$ cat src/rtl/core_pkg.sv
// core_pkg: definitions shared by the writeback stage and its scoreboard.
//   REG_AW       - register address width (16 architectural registers)
//   DW           - default datapath width
//   hold_state_t - occupancy of the one-entry load hold buffer
package core_pkg;

  localparam int REG_AW = 4;
  localparam int DW     = 32;

  typedef enum logic {
    HOLD_EMPTY = 1'b0,
    HOLD_FULL  = 1'b1
  } hold_state_t;

endpackage

$ cat src/rtl/wb_scoreboard.sv
// wb_scoreboard: per-register pending-write tracker for the issue stage.
// Ports:
//   clk, rst         - clock, asynchronous active-high reset
//   set_en, set_wc   - an instruction writing register set_wc was issued
//   clr_en, clr_wc   - a register bank write to clr_wc is in flight this cycle
//   busy             - bit i set while register i has a write pending
//   sb_err           - sticky flag: issue to a register that was already busy
// When a set and a clear hit the same register on the same edge, the set wins.
module wb_scoreboard
  import core_pkg::*;
#(
  parameter int NREG = 16
) (
  input  logic              clk,
  input  logic              rst,
  input  logic              set_en,
  input  logic [REG_AW-1:0] set_wc,
  input  logic              clr_en,
  input  logic [REG_AW-1:0] clr_wc,
  output logic [NREG-1:0]   busy,
  output logic              sb_err
);

  logic [NREG-1:0] busy_reg;
  logic [NREG-1:0] busy_next;
  logic [NREG-1:0] conflict;
  logic            sb_err_reg;

  genvar gi;
  generate
    for (gi = 0; gi < NREG; gi++) begin : g_bit
      logic set_hit;
      logic clr_hit;

      assign set_hit = set_en && (set_wc == REG_AW'(gi));
      assign clr_hit = clr_en && (clr_wc == REG_AW'(gi));

      // Set has priority so a re-issue on the clearing edge stays pending.
      assign busy_next[gi] = set_hit ? 1'b1 :
                             clr_hit ? 1'b0 : busy_reg[gi];

      // A bit being cleared on this edge is treated as free, so re-issuing
      // into it is legal and not an error.
      assign conflict[gi] = set_hit && busy_reg[gi] && !clr_hit;
    end
  endgenerate

  always_ff @(posedge clk or posedge rst) begin
    if (rst) begin
      busy_reg   <= '0;
      sb_err_reg <= 1'b0;
    end else begin
      busy_reg   <= busy_next;
      sb_err_reg <= sb_err_reg | (|conflict);
    end
  end

  assign busy   = busy_reg;
  assign sb_err = sb_err_reg;

endmodule

$ cat src/rtl/writeback_stage.sv
// writeback_stage: final pipeline stage. Merges ALU and load results onto the
// single write port of the register bank and tracks pending writes.
// Ports:
//   clk, rst                          - clock, asynchronous active-high reset
//   alu_valid/alu_ready/alu_wc/alu_data - ALU result handshake and payload
//   mem_valid/mem_ready/mem_wc/mem_data - load result handshake and payload
//   iss_valid, iss_wc                 - issue of a register-writing instruction
//   busy, sb_err                      - scoreboard state for the issue stage
//   WC, WPC, W_RB                     - register bank write address/data/strobe
//   byp_valid, byp_wc, byp_data       - forwarding copy of the bank write
// Configuration macro: WB_BYPASS_EN. When defined, byp_* mirror W_RB/WC/WPC;
// otherwise they are tied to zero.
module writeback_stage
  import core_pkg::*;
#(
  parameter int NREG = 16,
  parameter int DW   = core_pkg::DW
) (
  input  logic              clk,
  input  logic              rst,
  input  logic              alu_valid,
  output logic              alu_ready,
  input  logic [REG_AW-1:0] alu_wc,
  input  logic [DW-1:0]     alu_data,
  input  logic              mem_valid,
  output logic              mem_ready,
  input  logic [REG_AW-1:0] mem_wc,
  input  logic [DW-1:0]     mem_data,
  input  logic              iss_valid,
  input  logic [REG_AW-1:0] iss_wc,
  output logic [NREG-1:0]   busy,
  output logic              sb_err,
  output logic [REG_AW-1:0] WC,
  output logic [DW-1:0]     WPC,
  output logic              W_RB,
  output logic              byp_valid,
  output logic [REG_AW-1:0] byp_wc,
  output logic [DW-1:0]     byp_data
);

  hold_state_t       hold_state_reg, hold_state_next;
  logic [REG_AW-1:0] hold_wc_reg, hold_wc_next;
  logic [DW-1:0]     hold_data_reg, hold_data_next;

  logic              sel_valid;
  logic [REG_AW-1:0] sel_wc;
  logic [DW-1:0]     sel_data;

  logic              w_rb_reg;
  logic [REG_AW-1:0] wc_reg;
  logic [DW-1:0]     wpc_reg;

  // Both sources are accepted only while the hold buffer is empty; the
  // buffer absorbs the load that loses arbitration against the ALU.
  assign alu_ready = (hold_state_reg == HOLD_EMPTY);
  assign mem_ready = (hold_state_reg == HOLD_EMPTY);

  always_comb begin
    hold_state_next = hold_state_reg;
    hold_wc_next    = hold_wc_reg;
    hold_data_next  = hold_data_reg;
    sel_valid       = 1'b0;
    sel_wc          = hold_wc_reg;
    sel_data        = hold_data_reg;

    if (hold_state_reg == HOLD_FULL) begin
      // Drain the buffered load; no source is accepted this cycle.
      sel_valid       = 1'b1;
      hold_state_next = HOLD_EMPTY;
    end else if (alu_valid) begin
      sel_valid = 1'b1;
      sel_wc    = alu_wc;
      sel_data  = alu_data;
      if (mem_valid) begin
        hold_wc_next    = mem_wc;
        hold_data_next  = mem_data;
        hold_state_next = HOLD_FULL;
      end
    end else if (mem_valid) begin
      sel_valid = 1'b1;
      sel_wc    = mem_wc;
      sel_data  = mem_data;
    end
  end

  always_ff @(posedge clk or posedge rst) begin
    if (rst) begin
      hold_state_reg <= HOLD_EMPTY;
      hold_wc_reg    <= '0;
      hold_data_reg  <= '0;
      w_rb_reg       <= 1'b0;
      wc_reg         <= '0;
      wpc_reg        <= '0;
    end else begin
      hold_state_reg <= hold_state_next;
      hold_wc_reg    <= hold_wc_next;
      hold_data_reg  <= hold_data_next;
      w_rb_reg       <= sel_valid;
      // Address/data keep their last values while idle.
      if (sel_valid) begin
        wc_reg  <= sel_wc;
        wpc_reg <= sel_data;
      end
    end
  end

  assign W_RB = w_rb_reg;
  assign WC   = wc_reg;
  assign WPC  = wpc_reg;

  // The clear port sees the registered write, so a bit drops on the edge
  // that ends the W_RB cycle.
  wb_scoreboard #(
    .NREG (NREG)
  ) u_scoreboard (
    .clk    (clk),
    .rst    (rst),
    .set_en (iss_valid),
    .set_wc (iss_wc),
    .clr_en (w_rb_reg),
    .clr_wc (wc_reg),
    .busy   (busy),
    .sb_err (sb_err)
  );

`ifdef WB_BYPASS_EN
  assign byp_valid = w_rb_reg;
  assign byp_wc    = wc_reg;
  assign byp_data  = wpc_reg;
`else
  assign byp_valid = 1'b0;
  assign byp_wc    = '0;
  assign byp_data  = '0;
`endif

endmodule
$ cat config.mk
export PLATFORM = sky130hd
export DESIGN_NAME = writeback_stage
export DESIGN_NICKNAME = d
export VERILOG_FILES = /design/src/rtl/core_pkg.sv /design/src/rtl/wb_scoreboard.sv /design/src/rtl/writeback_stage.sv
export SDC_FILE = /design/constraint.sdc
export NUM_CORES = 1
export LEC_CHECK = 0
export CORE_ASPECT_RATIO = 2
export CORE_MARGIN = 8
export CORE_UTILIZATION = 46
export CTS_BUF_LIST = sky130_fd_sc_hd__clkbuf_4 sky130_fd_sc_hd__clkbuf_8 sky130_fd_sc_hd__clkbuf_16
export CTS_CLUSTER_DIAMETER = 100
export DETAILED_ROUTE_END_ITERATION = 7
export PLACE_DENSITY_LB_ADDON = 0.15
export SYNTH_ARGS = -nofsm -noshare
export SYNTH_HDL_FRONTEND = slang
export SYNTH_SLANG_ARGS = --single-unit
$ cat constraint.sdc
create_clock -name clk -period 6.6 [get_ports clk]
set_input_delay 0.99 -clock clk [delete_from_list [all_inputs] [get_ports clk]]
set_output_delay 0.99 -clock clk [all_outputs]
set_load 0.05 [all_outputs]
==> run summary, run 1 <==
Crit. End Element -> flip-flop
prevailing post-synth register cell -> dfrtp_1
hold-fix buffer count after cts -> 0
# port buffers -> 136
Place WS -> 2.97 ns
clk_skew -> 0.00564 ns
WHS Path Cells -> 2
WHS Endpoint -> hold_data_reg[1]$_DFFE_PP0P_
crit path cell chain -> clkdlybuf4s50_1 > nand3_2 > clkinv_1 > nand2_1 > nand2_1
Worst EP arrival -> 3.48 ns
Post-Syn Area per Cell -> 9.27 µm²
num ports -> 174
actual slew at the worst max-slew pin -> 1.00 ns
Syn Std Cell Area -> 4180 µm²
row count -> 49
DR pass1 iterations -> 4
Setup CP Type -> primary input to flip-flop
clock buffer depth -> 2
Worst path max stage delay -> 1.01 ns
H-tree depth -> 3
post-synthesis simple-gate area fraction -> 0.133
cell count after synthesis -> 451
Crit Path Max Fanout -> 38
setup bufs post-CTS -> 0
r2r endpoint -> hold_data_reg[12]$_DFFE_PP0P_
HP Class -> flip-flop to flip-flop
vias per cell -> 5.46
post-route non-filler standard cell count -> 681
slowest cell on the critical path -> clkinv_1
f_max -> 0.306 GHz
largest net degree at the start of global routing -> 48
DP Wirelength -> 9.62 mm
multiplexer share of the synthesized area -> 0.00958
XOR/XNOR Fraction of Synth Area -> 0
worst path bufs/invs -> 2
Inst Count DP -> 664
cell family with most CP delay -> buffers and inverters
Clock Pin Slew Worst Setup and Hold Paths -> 0.06 ns
hold_sp -> hold_data_reg[1]$_DFFE_PP0P_
Reg area -> 2280 µm²
Clk Latency, worst-skew pair -> 0.34 ns
GP Congestion -> 0.909
Post-synth EDFFs -> 0
Setup TNS Final -> 0 ns
Worst VDD drop -> 0.177 mV
DIE WIDTH -> 83.4 µm
area of the multi-input gates -> 1610 µm²
RSZ-0062 raised after global routing -> no
number of fillers in the final layout -> 801
full die area -> 12600 µm²
overall global routing resource usage -> 0.205
Yosys Warn Count -> 0
drt drc -> 0
vias in the first global route -> 3897
vias after detailed routing -> 3721
ratio of final minimum period to clock period -> 0.494
Post-DRT Antenna Nets -> 0
CTS Buf Count -> 9
total grt overflow -> 0
share of cells above drive strength 1 -> 0.0502
Routed WL per cell -> 19.5 µm
final WL -> 13.3 mm
status -> finished clean
initial antenna violation count -> 0
Synth Area in Compound Gates -> 0.209
Tmin final -> 3.26 ns
Slew Viols, Final -> 0
Fin. Hold Viols -> 0
CTS tree -> done
Cell Pwr Density -> 351 nW/µm²
Startpoint Class -> primary input
share of synthesized registers carrying an async set or reset -> 1.00
Max transition margin -> 0.326
Nets -> 654
register area share after synthesis -> 0.545
maxcap violations -> 0
Synth cell types -> 34
Post-CTS Resized -> 0
Critical Path RT -> 6.81 ns
Adder-Cell Fraction of Synth Area -> 0
largest family of logic cells by synthesized area -> compound AO/OA/AOI/OAI gates
critical path's most frequent cell -> nand2_1
clk sinks -> 91
Root Buffer -> clkbuf_16
area delta synth->final -> 38.6%
final worst-path setup slack -> 3.34 ns
Initial Utilization -> 0.470
Core ar. -> 8890 µm²
leak pwr -> 2.53 nW
final setup vio count -> 0
Fin Hold WS -> 0.479 ns
Yosys reg bits -> 91
Critical R2R Launch -> hold_state_reg$_DFF_PP0_
Initial DRC Count -> 228
worst r2r path cells -> 5
first-pass GRT wire length -> 20.5 mm
die height -> 151 µm
reg2reg setup slack -> 3.83 ns
-- worst reg2reg max path, stage by stage, from the launching register on --
cell,delay [ns]
dfrtp_1,0.37
inv_2,0.23
nand3_2,0.62
clkinv_1,1.02
nand2_1,0.32
nand2_1,0.09
-- final cells by class --
type | instances | share of cell area
repair buffers | 140 | 0.240
diodes | 1 | 0.000432
well taps | 102 | 0.0220
clock inverters | 4 | 0.0164
clock buffers | 12 | 0.0460
multi-input cells | 325 | 0.278
inverters | 6 | 0.00410
flip-flops and latches | 91 | 0.393
-- placed cells by master (no fill, tap or decap), types with 2 or more instances in the layout --
master           netlist  final
clkdlybuf4s50_1        0    136
nand2_1              111    111
dfrtp_1               91     91
o22ai_1               72     72
a21oi_1               38     38
conb_1                 1     37
o21ai_0               28     28
clkbuf_16              0      9
o21ai_1                5      5
nor2_1                 5      5
mux2i_1                4      4
buf_4                 38      4
nand3b_1               3      3
bufinv_16              0      3
clkbuf_8               0      3
inv_2                  1      2
or2_2                  2      2
inv_1                  4      2
nand3_1                3      2
nand2b_1               2      2
o31ai_1                2      2
o2111ai_1              2      2
clkinv_2               0      2
-- worst max-delay path by stage --
stage	from	endpoint	slack [ns]	cells past startpoint
after floorplan	rst	WC[0]$_DFFE_PP0P_	3.25	1
after global placement	mem_valid	hold_data_reg[28]$_DFFE_PP0P_	3.02	5
after detailed placement	alu_valid	hold_data_reg[25]$_DFFE_PP0P_	2.97	5
after CTS	alu_valid	hold_data_reg[12]$_DFFE_PP0P_	3.32	5
after global routing	alu_valid	hold_data_reg[17]$_DFFE_PP0P_	3.05	5
final	alu_valid	hold_data_reg[12]$_DFFE_PP0P_	3.34	5
-- synthesized netlist by cell type (3+ instances only) --
master / number / area share
a21oi_1: 38 / 0.045
buf_2: 6 / 0.0072
buf_4: 38 / 0.068
clkbuf_1: 17 / 0.015
dfrtp_1: 91 / 0.54
inv_1: 4 / 0.0036
mux2i_1: 4 / 0.0096
nand2_1: 111 / 0.10
nand3_1: 3 / 0.0036
nand3b_1: 3 / 0.0054
nor2_1: 5 / 0.0045
o21ai_0: 28 / 0.034
o21ai_1: 5 / 0.0060
o22ai_1: 72 / 0.11
-- layer usage --
metal	up-vias	wire length [µm]	GRT usage
li1	1761	-	-
met2	139	7440	0.380
met1	1800	4700	0.202
met5	-	0	0
met3	21	730	0.0512
met4	0	388	0.112
-- per-stage QoR --
step | utilization | instance area (µm²) | total power [mW]
finish | 0.652 | 5800 | 2.04
global route | 0.652 | 5790 | 2.12
CTS | 0.652 | 5790 | 2.06
detailed placement | 0.611 | 5430 | 1.44
global placement | 0.611 | 5430 | 1.43
floorplan | - | 4320 | 1.19
-- power breakdown --
| group | total (mW) | internal [mW] | switching [mW] |
|---|---|---|---|
| sequential | 0.723 | 0.662 | 0.0613 |
| clock | 0.606 | 0.400 | 0.206 |
| combinational | 0.706 | 0.230 | 0.476 |
-- cells by family after synthesis --
group / Yosys count
and+or+nand+nor: 133
other: 1
AOI/OAI and AO/OA: 151
muxes: 4
DFF: 91
buffers and inverters: 71
No activity file was read; power rests on OpenSTA's default activity.
==> inputs of run 2 (changes only) <==
--- a/config.mk
+++ b/config.mk
@@ -7,7 +7,7 @@
 export LEC_CHECK = 0
 export CORE_ASPECT_RATIO = 2
 export CORE_MARGIN = 8
-export CORE_UTILIZATION = 46
+export CORE_UTILIZATION = 43
 export CTS_BUF_LIST = sky130_fd_sc_hd__clkbuf_4 sky130_fd_sc_hd__clkbuf_8 sky130_fd_sc_hd__clkbuf_16
 export CTS_CLUSTER_DIAMETER = 100
 export DETAILED_ROUTE_END_ITERATION = 7
==> constraint.sdc (replaced) <==
create_clock -name clk -period 3.4 [get_ports clk]
set_input_delay 0.51 -clock clk [delete_from_list [all_inputs] [get_ports clk]]
set_output_delay 0.51 -clock clk [all_outputs]
set_load 0.05 [all_outputs]
==> run 2 against run 1 <==
  * Power up 81%
  * Critical path depth down 4
  * Sequential power up 95%
  * Design area down 0.97%
  * First-iteration DRC count up 6.1%
==> run summary, run 2 (same netlist as run 1, synthesis figures left out) <==
GP Congestion -> 0.832
clk sinks -> 91
Startpoint Class -> flip-flop
vias after detailed routing -> 3611
DR pass1 iterations -> 4
final worst-path setup slack -> 1.25 ns
Root Buffer -> clkbuf_16
clock buffer depth -> 2
Crit. End Element -> primary output
die height -> 155 µm
Place WS -> 0.850 ns
status -> finished clean
first-pass GRT wire length -> 18.7 mm
final WL -> 11.6 mm
overall global routing resource usage -> 0.175
Critical R2R Launch -> hold_state_reg$_DFF_PP0_
worst path bufs/invs -> 1
Post-DRT Antenna Nets -> 0
Setup CP Type -> flip-flop to primary output
Max transition margin -> 0.315
total power -> 3.68 mW
critical path launch point -> WC[3]$_DFFE_PP0P_
maxcap violations -> 0
Clock Pin Slew Worst Setup and Hold Paths -> 0.06 ns
Setup TNS Final -> 0 ns
row count -> 51
Logic pwr share -> 0.366
# port buffers -> 136
Fin Hold WS -> 0.473 ns
share of cells above drive strength 1 -> 0.0517
crit path cell chain -> clkdlybuf4s50_1
Inst Count DP -> 670
Core ar. -> 9570 µm²
Worst VDD drop -> 0.453 mV
Critical Path RT -> 2.89 ns
vias per cell -> 5.26
Worst path max stage delay -> 0.86 ns
H-tree depth -> 3
full die area -> 13300 µm²
clock power share -> 0.249
Nets -> 656
clk_skew -> 0.00508 ns
Clk Latency, worst-skew pair -> 0.33 ns
Initial DRC Count -> 242
vias in the first global route -> 3696
CTS tree -> done
drt drc -> 0
share of power burned in registers -> 0.384
post-route non-filler standard cell count -> 686
leak pwr -> 2.51 nW
Tmin final -> 2.15 ns
switching share of power -> 0.384
Worst EP arrival -> 1.64 ns
area of the multi-input gates -> 1610 µm²
Antenna diodes -> 0
Post-CTS Resized -> 0
largest net degree at the start of global routing -> 73
Reg area -> 2280 µm²
num ports -> 174
initial antenna violation count -> 0
Routed WL per cell -> 17.0 µm
Fin. Hold Viols -> 0
RSZ-0062 raised after global routing -> no
cell family with most CP delay -> buffers and inverters
Slew Viols, Final -> 0
number of fillers in the final layout -> 891
area delta synth->final -> 37.3%
hold_sp -> hold_data_reg[25]$_DFFE_PP0P_
Initial Utilization -> 0.437
CTS Buf Count -> 9
setup bufs post-CTS -> 0
HP Class -> flip-flop to flip-flop
ratio of final minimum period to clock period -> 0.633
most frequent cells in the layout -> clkdlybuf4s50_1 (136), nand2_1 (111), dfrtp_1 (91)
Cell Pwr Density -> 641 nW/µm²
actual slew at the worst max-slew pin -> 1.02 ns
f_max -> 0.465 GHz
DIE WIDTH -> 85.7 µm
commonest non-fill, non-tap cell in the layout -> clkdlybuf4s50_1
internal power -> 2.26 mW
final setup vio count -> 0
slowest cell on the critical path -> clkdlybuf4s50_1
Crit Path Max Fanout -> 6
Sw Pwr -> 1.41 mW
total grt overflow -> 0
hold-fix buffer count after cts -> 0
DP Wirelength -> 8.23 mm
[run 2: final cells by class]
cell class,count,area share
clock inverters,4,0.00458
clock buffers,12,0.0442
flip-flops and latches,91,0.397
multi-input cells,325,0.280
inverters,6,0.00414
repair buffers,142,0.247
well taps,106,0.0231
[run 2: worst paths after layout]
kind	end	slack, ns	cells after the start
min in group asynchronous	u_scoreboard.busy[10]$_DFFE_PP0P_	0.56	2
max in group asynchronous	WPC[17]$_DFFE_PP0P_	2.15	3
worst max register to register	hold_data_reg[26]$_DFFE_PP0P_	1.55	5
worst min register to register	hold_data_reg[25]$_DFFE_PP0P_	0.47	2
worst min-delay path	hold_data_reg[25]$_DFFE_PP0P_	0.47	2
worst max-delay path	WC[3]	1.25	1
[run 2: routing by layer]
metal / track usage / vias up / wire [µm]
met1: 0.227 / 1692 / 5250
met4: 0.0564 / 0 / 123
li1: - / 1776 / -
met2: 0.266 / 132 / 5390
met5: 0 / - / 0
met3: 0.0571 / 11 / 877
[run 2: metrics by stage]
stage / area (µm²) / utilization
after floorplan: 4320 / -
after CTS: 5740 / 0.600
final: 5740 / 0.600
after global routing: 5740 / 0.600
after global placement: 5460 / 0.570
after detailed placement: 5460 / 0.570
[run 2: worst reg2reg max path, cell delays in order, from the launching register on]
cell	delay [ns]
dfrtp_1	0.37
inv_2	0.06
nand3_1	0.09
clkinv_1	0.80
nand2_1	0.34
nand2_1	0.07
[run 2: power by group through the flow]
stage	Sequential [mW]	Combinational [mW]	Clock, mW
after floorplan	1.89	0.429	0
after global placement	1.43	1.35	0
after detailed placement	1.43	1.35	0
after CTS	1.41	1.36	0.937
after global routing	1.44	1.43	0.991
final	1.41	1.35	0.918
==> inputs of run 3 (changes only) <==
--- a/config.mk
+++ b/config.mk
@@ -7,7 +7,7 @@
 export LEC_CHECK = 0
 export CORE_ASPECT_RATIO = 2
 export CORE_MARGIN = 8
-export CORE_UTILIZATION = 43
+export CORE_UTILIZATION = 39
 export CTS_BUF_LIST = sky130_fd_sc_hd__clkbuf_4 sky130_fd_sc_hd__clkbuf_8 sky130_fd_sc_hd__clkbuf_16
 export CTS_CLUSTER_DIAMETER = 100
 export DETAILED_ROUTE_END_ITERATION = 7
==> constraint.sdc (replaced) <==
create_clock -name clk -period 1.9 [get_ports clk]
set_input_delay 0.285 -clock clk [delete_from_list [all_inputs] [get_ports clk]]
set_output_delay 0.285 -clock clk [all_outputs]
set_load 0.05 [all_outputs]
==> run 3 against run 2 <==
  * Sequential share of layout area shrank 1.3 points
  * Non-clock buffer count grew 7
  * Flip-flop and latch count is the same
  * Clock power grew 110%
  * Wire length grew 16%
  * Via count grew 3.7%
  * Combinational power grew 85%
  * Design area grew 3.4%
  * Setup slack lost 1.2 ns
  * Largest cell class unchanged
==> run summary, run 3 (same netlist as run 1, synthesis figures left out) <==
Place WS -> 0.147 ns
Antenna diodes -> 0
crit path cell chain -> clkdlybuf4s50_1
Clk Latency, worst-skew pair -> 0.34 ns
Fin. Hold Viols -> 0
Clock Pin Slew Worst Setup and Hold Paths -> 0.06 ns
RSZ-0062 raised after global routing -> no
overall global routing resource usage -> 0.189
Finished Cell Area -> 5940 µm²
share of cells above drive strength 1 -> 0.0733
Worst path max stage delay -> 0.83 ns
Setup TNS Final -> 0 ns
Cell Pwr Density -> 1170 nW/µm²
worst path bufs/invs -> 1
Initial DRC Count -> 125
Placed Area -> 5610 µm²
DIE WIDTH -> 89.2 µm
row count -> 53
largest net degree at the start of global routing -> 92
first-pass GRT wire length -> 20.8 mm
worst r2r path cells -> 5
maxcap violations -> 0
reg2reg setup slack -> 0.14 ns
Post-DRT Antenna Nets -> 0
final worst-path setup slack -> 0.0552 ns
clock buffer depth -> 2
actual slew at the worst max-slew pin -> 0.563 ns
Root Buffer -> clkbuf_16
CTS tree -> done
leak pwr -> 2.60 nW
clk sinks -> 91
Tmin final -> 1.84 ns
area delta synth->final -> 42.0%
final WL -> 13.5 mm
critical path depth -> 1
# port buffers -> 136
GP Congestion -> 0.904
Crit. End Element -> primary output
Worst EP arrival -> 1.56 ns
drt drc -> 0
H-tree depth -> 3
Startpoint Class -> flip-flop
vias in the first global route -> 4031
most frequent cells in the layout -> clkdlybuf4s50_1 (128), nand2_1 (111), dfrtp_1 (91)
cell family with most CP delay -> buffers and inverters
ratio of final minimum period to clock period -> 0.971
vias per cell -> 5.17
DP Wirelength -> 9.87 mm
vias after detailed routing -> 3746
Worst VDD drop -> 0.620 mV
Initial Utilization -> 0.399
status -> finished clean
f_max -> 0.542 GHz
num ports -> 174
Slew Viols, Final -> 0
total grt overflow -> 0
Routed WL per cell -> 18.6 µm
hold-fix buffer count after cts -> 0
Max transition margin -> 0.624
Critical Path RT -> 1.62 ns
clk_skew -> 0.00810 ns
CTS Buf Count -> 9
DR pass1 iterations -> 4
Crit Path Max Fanout -> 3
final setup vio count -> 0
slowest cell on the critical path -> clkdlybuf4s50_1
full die area -> 14500 µm²
Nets -> 663
commonest non-fill, non-tap cell in the layout -> clkdlybuf4s50_1
area of the multi-input gates -> 1610 µm²
Reg area -> 2280 µm²
HP Class -> primary input to async pin
number of fillers in the final layout -> 989
initial antenna violation count -> 0
Setup CP Type -> flip-flop to primary output
Core ar. -> 10500 µm²
die height -> 162 µm
[run 3: per-stage QoR]
step	total power, mW	util	cells	hold slack, ns
4_1_cts	7.01	0.566	724	0.458
2_1_floorplan	4.14	-	487	0.390
3_5_place_dp	5.07	0.535	708	0.463
5_1_grt	7.26	0.567	724	0.464
6_report	6.95	0.567	724	0.418
3_3_place_gp	5.04	0.535	708	0.458
[run 3: power breakdown]
group	leakage, nW	internal [mW]	switching, mW
Sequential	1.08	2.30	0.221
Combinational	1.36	0.821	1.67
Clock	0.164	1.22	0.716
[run 3: layout make-up]
class / instances / share of cell area
Sequential cell: 91 / 0.384
Multi-Input combinational cell: 325 / 0.272
Timing Repair Buffer: 149 / 0.256
Clock buffer: 12 / 0.0428
Tap cell: 137 / 0.0289
Clock inverter: 4 / 0.0124
Inverter: 6 / 0.00443
[run 3: final timing paths]
path	start	to
setup / recovery	u_scoreboard.busy[1]$_DFFE_PP0P_	busy[1]
hold / removal	rst	u_scoreboard.busy[2]$_DFFE_PP0P_
setup reg to reg	WC[2]$_DFFE_PP0P_	u_scoreboard.sb_err$_DFF_PP0_
hold reg to reg	hold_data_reg[29]$_DFFE_PP0P_	hold_data_reg[29]$_DFFE_PP0P_
max in group asynchronous	rst	W_RB$_DFF_PP0_
min in group clk	hold_data_reg[29]$_DFFE_PP0P_	hold_data_reg[29]$_DFFE_PP0P_
[run 3: timing repair]
action	in CTS	in global routing
endpoints found under the setup margin	2	1
cloned	0	0
pin swaps	0	0
resized for setup	2	1
setup buffers	0	0
[run 3: layer usage]
layer  routed length (µm)  track usage  up-vias
met3                  836       0.0511       32
met4                  590        0.107        0
met2                 7220        0.329      148
met1                 4840        0.195     1786
met5                    0            0        -
li1                     -            -     1780
